### src/rtl/seq_detect_gate.sv
// Serial sync-pattern hunter that gates a fixed-length payload frame
// onto a registered serial output after each detected pattern.
module seq_detect_gate #(
    parameter int                PAT_W     = 6,
    parameter logic [PAT_W-1:0]  PATTERN   = 6'b011110,
    parameter int                FRAME_LEN = 1024,
    parameter int                CNT_W     = $clog2(FRAME_LEN + 1),
    // Ceiling for match_cnt; lowered only to exercise saturation quickly.
    parameter logic [15:0]       MATCH_SAT = 16'hFFFF
) (
    input  logic        clk,
    input  logic        rst,
    input  logic        en,
    input  logic        serIn,
    output logic        serOut,
    output logic        serOutValid,
    output logic        frame_done,
    output logic [15:0] match_cnt
);

    localparam int FILL_W = $clog2(PAT_W + 1);

    localparam logic [FILL_W-1:0] FILL_FULL = FILL_W'(PAT_W);
    localparam logic [FILL_W-1:0] FILL_LAST = FILL_W'(PAT_W - 1);
    localparam logic [CNT_W-1:0]  CNT_LAST  = CNT_W'(FRAME_LEN - 1);

    typedef enum logic {
        HUNT    = 1'b0,
        PAYLOAD = 1'b1
    } state_t;

    state_t             state;
    state_t             state_n;
    logic [PAT_W-1:0]   hist;
    logic [PAT_W-1:0]   hist_n;
    logic [FILL_W-1:0]  fill;
    logic [FILL_W-1:0]  fill_n;
    logic [CNT_W-1:0]   frame_cnt;
    logic [CNT_W-1:0]   frame_cnt_n;
    logic               out_q;
    logic               out_n;
    logic               valid_q;
    logic               valid_n;
    logic               done_q;
    logic               done_n;
    logic [15:0]        mcnt_q;
    logic [15:0]        mcnt_n;

    logic [PAT_W-1:0]   window;
    logic               match;
    logic               last_bit;

    // Candidate pattern: stored history plus the bit arriving this edge.
    always_comb begin
        window = {hist[PAT_W-2:0], serIn};
        match  = en && (fill >= FILL_LAST) && (window == PATTERN);
    end

    // Final payload bit is forwarded on this edge.
    always_comb begin
        last_bit = (state == PAYLOAD) && en && (frame_cnt == CNT_LAST);
    end

    // Next-state, history, frame counter and output computation.
    always_comb begin
        state_n     = state;
        hist_n      = hist;
        fill_n      = fill;
        frame_cnt_n = frame_cnt;
        out_n       = 1'b0;
        valid_n     = 1'b0;
        mcnt_n      = mcnt_q;
        // valid is only ever high in HUNT on the cycle right after the
        // final payload bit, so it marks exactly when the pulse is due.
        done_n      = (state == HUNT) && valid_q;

        unique case (state)
            HUNT: begin
                if (en) begin
                    hist_n = window;
                    if (fill != FILL_FULL) begin
                        fill_n = fill + 1'b1;
                    end
                end
                if (match) begin
                    state_n     = PAYLOAD;
                    hist_n      = '0;
                    fill_n      = '0;
                    frame_cnt_n = '0;
                    if (mcnt_q != MATCH_SAT) begin
                        mcnt_n = mcnt_q + 16'd1;
                    end
                end
            end
            PAYLOAD: begin
                if (en) begin
                    out_n   = serIn;
                    valid_n = 1'b1;
                    if (last_bit) begin
                        state_n     = HUNT;
                        frame_cnt_n = '0;
                    end else begin
                        frame_cnt_n = frame_cnt + 1'b1;
                    end
                end
            end
            default: begin
                state_n = HUNT;
            end
        endcase
    end

    // State and datapath registers with asynchronous active-low clear.
    always_ff @(posedge clk or negedge rst) begin
        if (!rst) begin
            state     <= HUNT;
            hist      <= '0;
            fill      <= '0;
            frame_cnt <= '0;
            out_q     <= 1'b0;
            valid_q   <= 1'b0;
            done_q    <= 1'b0;
            mcnt_q    <= '0;
        end else begin
            state     <= state_n;
            hist      <= hist_n;
            fill      <= fill_n;
            frame_cnt <= frame_cnt_n;
            out_q     <= out_n;
            valid_q   <= valid_n;
            done_q    <= done_n;
            mcnt_q    <= mcnt_n;
        end
    end

    assign serOut      = out_q;
    assign serOutValid = valid_q;
    assign frame_done  = done_q;
    assign match_cnt   = mcnt_q;

endmodule

### config.mk
export PLATFORM = sky130hd
export DESIGN_NAME = seq_detect_gate
export DESIGN_NICKNAME = d
export VERILOG_FILES = /design/src/rtl/seq_detect_gate.sv
export SDC_FILE = /design/constraint.sdc
export NUM_CORES = 1
export LEC_CHECK = 0
export CAP_MARGIN = 30
export CORE_MARGIN = 4
export CORE_UTILIZATION = 49
export CTS_CLUSTER_SIZE = 14
export DETAILED_ROUTE_END_ITERATION = 8
export GPL_TIMING_DRIVEN = 0
export PLACE_DENSITY = 0.75
export SLEW_MARGIN = 10
export SYNTH_ARGS = -nofsm -noshare
export SYNTH_HDL_FRONTEND = slang
export SYNTH_SLANG_ARGS = --single-unit
### constraint.sdc
create_clock -name clk -period 2 [get_ports clk]
set_input_delay 0.3 -clock clk [delete_from_list [all_inputs] [get_ports clk]]
set_output_delay 0.3 -clock clk [all_outputs]
set_load 0.01 [all_outputs]
==> impl_metrics.toml <==
[run_status]
status = "complete, but fails checks"
violations = "setup timing"

[synth]
ys_types = 33
syn_area_per_cell_sq_um = 10.30
synth_area_leaders = "dfrtp_1 54%, xnor2_1 6.3%, nand2_1 5.0%"
yosysMostFrequentCell = "dfrtp_1"
synth-edff-count = 0
ys_warn_count = 0
ys_seq_area_frac = 0.5413
synth_flop_cell = "dfrtp_1"
synth_fp_nets = 184
synth_area_sq_um = 1803
syn_inst = 175
synth_top_area_frac = 0.5413
yosys.area.top_type = "dfrtp_1"
synth.top_cells.by_count = "39 x dfrtp_1, 24 x nand2_1, 17 x nand3_1"
ys_ff_latch = 39
async_flop_share = 1.000

[timing]
tns_ps = -49.69
setup-violations-final = 1
finalCritPeriodShare = 1.025
rsz0062_at_grt = "yes"
fmax_ghz = 0.4879
clock_skew_ps = 3.715
tightestPinTransition_ps = 576.1
worst_slack_ps = -49.69
slew_headroom = 0.6130
fin_crit_ps = 2050
finalMaxSlewViolations = 0
finalHoldViolations = 0

[floorplanning]
die-area_sq_um = 4714
start_util = 0.5238
die_y_microns = 68.66
core.rowCount = 21
core_area_sq_um = 3442
ios = 23
die_w_microns = 68.66

[pwr]
power_frac_seq = 0.589
power_frac_clock = 0.329
power_switching_uw = 394.1
swShare = 0.2569
power_frac_comb = 0.082
p_leak_uw = 0.001002
intPower_uw = 1140
peakVddDrop_mv = 0.5216
power.density_nw_per_um2 = 671.4

[grt]
grt_max_degree = 29
grt_pass1_vias = 1512
grt-ovfl-total = 0
grt_usage = 0.1974
antenna_found_initial = 0
grt_pass1_wl_mm = 6.796

[clock_network]
h-tree-depth = 2
cts_tree = "built"
insertion_delay_ps = 290
cts_buffer_depth = 2
cts_root_buf = "clkbuf_8"
cts.sinks = 39
cts_buffers = 5
clk_pin_slew_ps = 70

[layout]
diodes = 0
regArea_sq_um = 977.2
n_fill_cell = 267
drive_gt1_frac = 0.1268
multi_input_area_sq_um = 854.6
fin_nets = 221
area_growth_pct = 26.72

[place]
dp_hpwl_mm = 2.664
gp_congestion = 0.8366
io_buffers = 22
pre_cts_ws_ps = -665.5

[critical_path]
cp.arrival_ps = 2270
startpoint_type = "flip-flop"
r2r_slack_ps = -50
critPathMaxFanout = 4
r2r_end = "match_cnt[12]"
worstSetupEndpointType = "flip-flop"
rr_worst_depth = 6
crit_path_end = "match_cnt[12]"
worstPathRequired_ps = 2220
startpoint = "fill[0]"
rr_startpoint = "fill[0]"
path_class = "reg2reg"

[routing]
vias_per_cell = 5.560
drc = 0
routed_wl_mm = 3.952
wl_per_cell_microns = 15.26
dr.pass1.iters = 4
via_count = 1440
drt_iter0_drc = 76
ant_nets = 0

[flow_run]
max_cap_violations = 0

[worst_hold_path]
hold_path_class = "in2async"
-- worst max-delay path, stage by stage, from the launching register on --
cell and delay, ps:
dfrtp_2 430, ha_2 220, nor3_4 50, or4_4 470, or4b_4 570, nor2_4 100, xor2_1 140
-- power by group through the flow --
stage / combinational, uW / sequential (uW) / clock [uW]
6_report: 125 / 904 / 505
4_1_cts: 128 / 903 / 523
3_5_place_dp: 127 / 919 / 0
2_1_floorplan: 79.5 / 902 / 0
5_1_grt: 144 / 914 / 558
3_3_place_gp: 116 / 912 / 0
-- layer usage --
layer	up-vias	part of all wire	track usage
met4	0	0.018	0.07692
li1	701	-	-
met1	703	0.45	0.2377
met5	-	0	0
met3	7	0.037	0.05511
met2	29	0.49	0.3325
-- repair_timing --
action / 4_1_cts / 5_1_grt
buffers inserted: 7 / 0
endpoints found under the hold margin: 11 / 0
gates cloned: 0 / 0
pin swaps: 3 / 4
resized for setup: 5 / 8
setup endpoints to repair: 16 / 17
hold buffers: 1 / 0
-- sequential cells by signal, summed over array words and instances, names as in the netlist --
signal,flops
fill,3
state,1
hist,5
frame_done,1
serOutValid,1
match_cnt,16
serOut,1
frame_cnt,11
-- metrics by stage --
stage / std cells / total power (uW) / hold WS (ps) / util / area (sq um)
6_report: 259 / 1534 / 419.3 / 0.6638 / 2285
4_1_cts: 260 / 1554 / 416.9 / 0.6565 / 2260
2_1_floorplan: 175 / 981.4 / 4.409 / - / 1809
5_1_grt: 259 / 1616 / 423.7 / 0.6638 / 2285
3_3_place_gp: 243 / 1028 / 479.6 / 0.6063 / 2087
3_5_place_dp: 244 / 1046 / 205.8 / 0.6107 / 2102
-- layout make-up --
type	count	area share
flip-flops and latches	39	0.4277
multi-input cells	130	0.3740
repair buffers	31	0.1292
clock buffers	7	0.03341
well taps	46	0.02519
inverters	5	0.008215
clock inverters	1	0.002191
-- how the worst min path moves through the flow --
stage                            from      endpoint  slack (ps)
after CTS                         rst  frame_cnt[5]         420
after global placement    serOutValid    frame_done         480
after detailed placement          rst  frame_cnt[5]         210
after global routing            serIn       hist[0]         420
final                             rst  frame_cnt[5]         420
after floorplan                   rst       fill[0]           4
-- kinds of logic after synthesis --
kind of cell,count (synthesis),synth area share
simple gates,77,0.2165
flops,39,0.5413
compound gates,31,0.1090
xor+xnor,15,0.07287
buf+inv,6,0.01318
fa+ha+maj,5,0.03470
mux,2,0.01249
-- layout by cell type, fill, tap and decap left out, types with 2 or more instances in the layout --
master	count
a21o_1	2
a21oi_1	6
a22o_1	4
a31oi_1	5
and3_1	2
buf_4	7
clkbuf_1	2
clkbuf_8	5
clkdlybuf4s50_1	19
dfrtp_1	38
dlygate4sd2_1	2
ha_1	4
inv_1	5
nand2_1	24
nand3_1	17
nand4_1	4
nand4b_1	4
nor2_1	10
nor3_1	4
nor3_4	2
o21ai_0	8
o21bai_1	2
xnor2_1	13
xor2_1	2
Note: power is estimated with default switching activity, not from simulation.
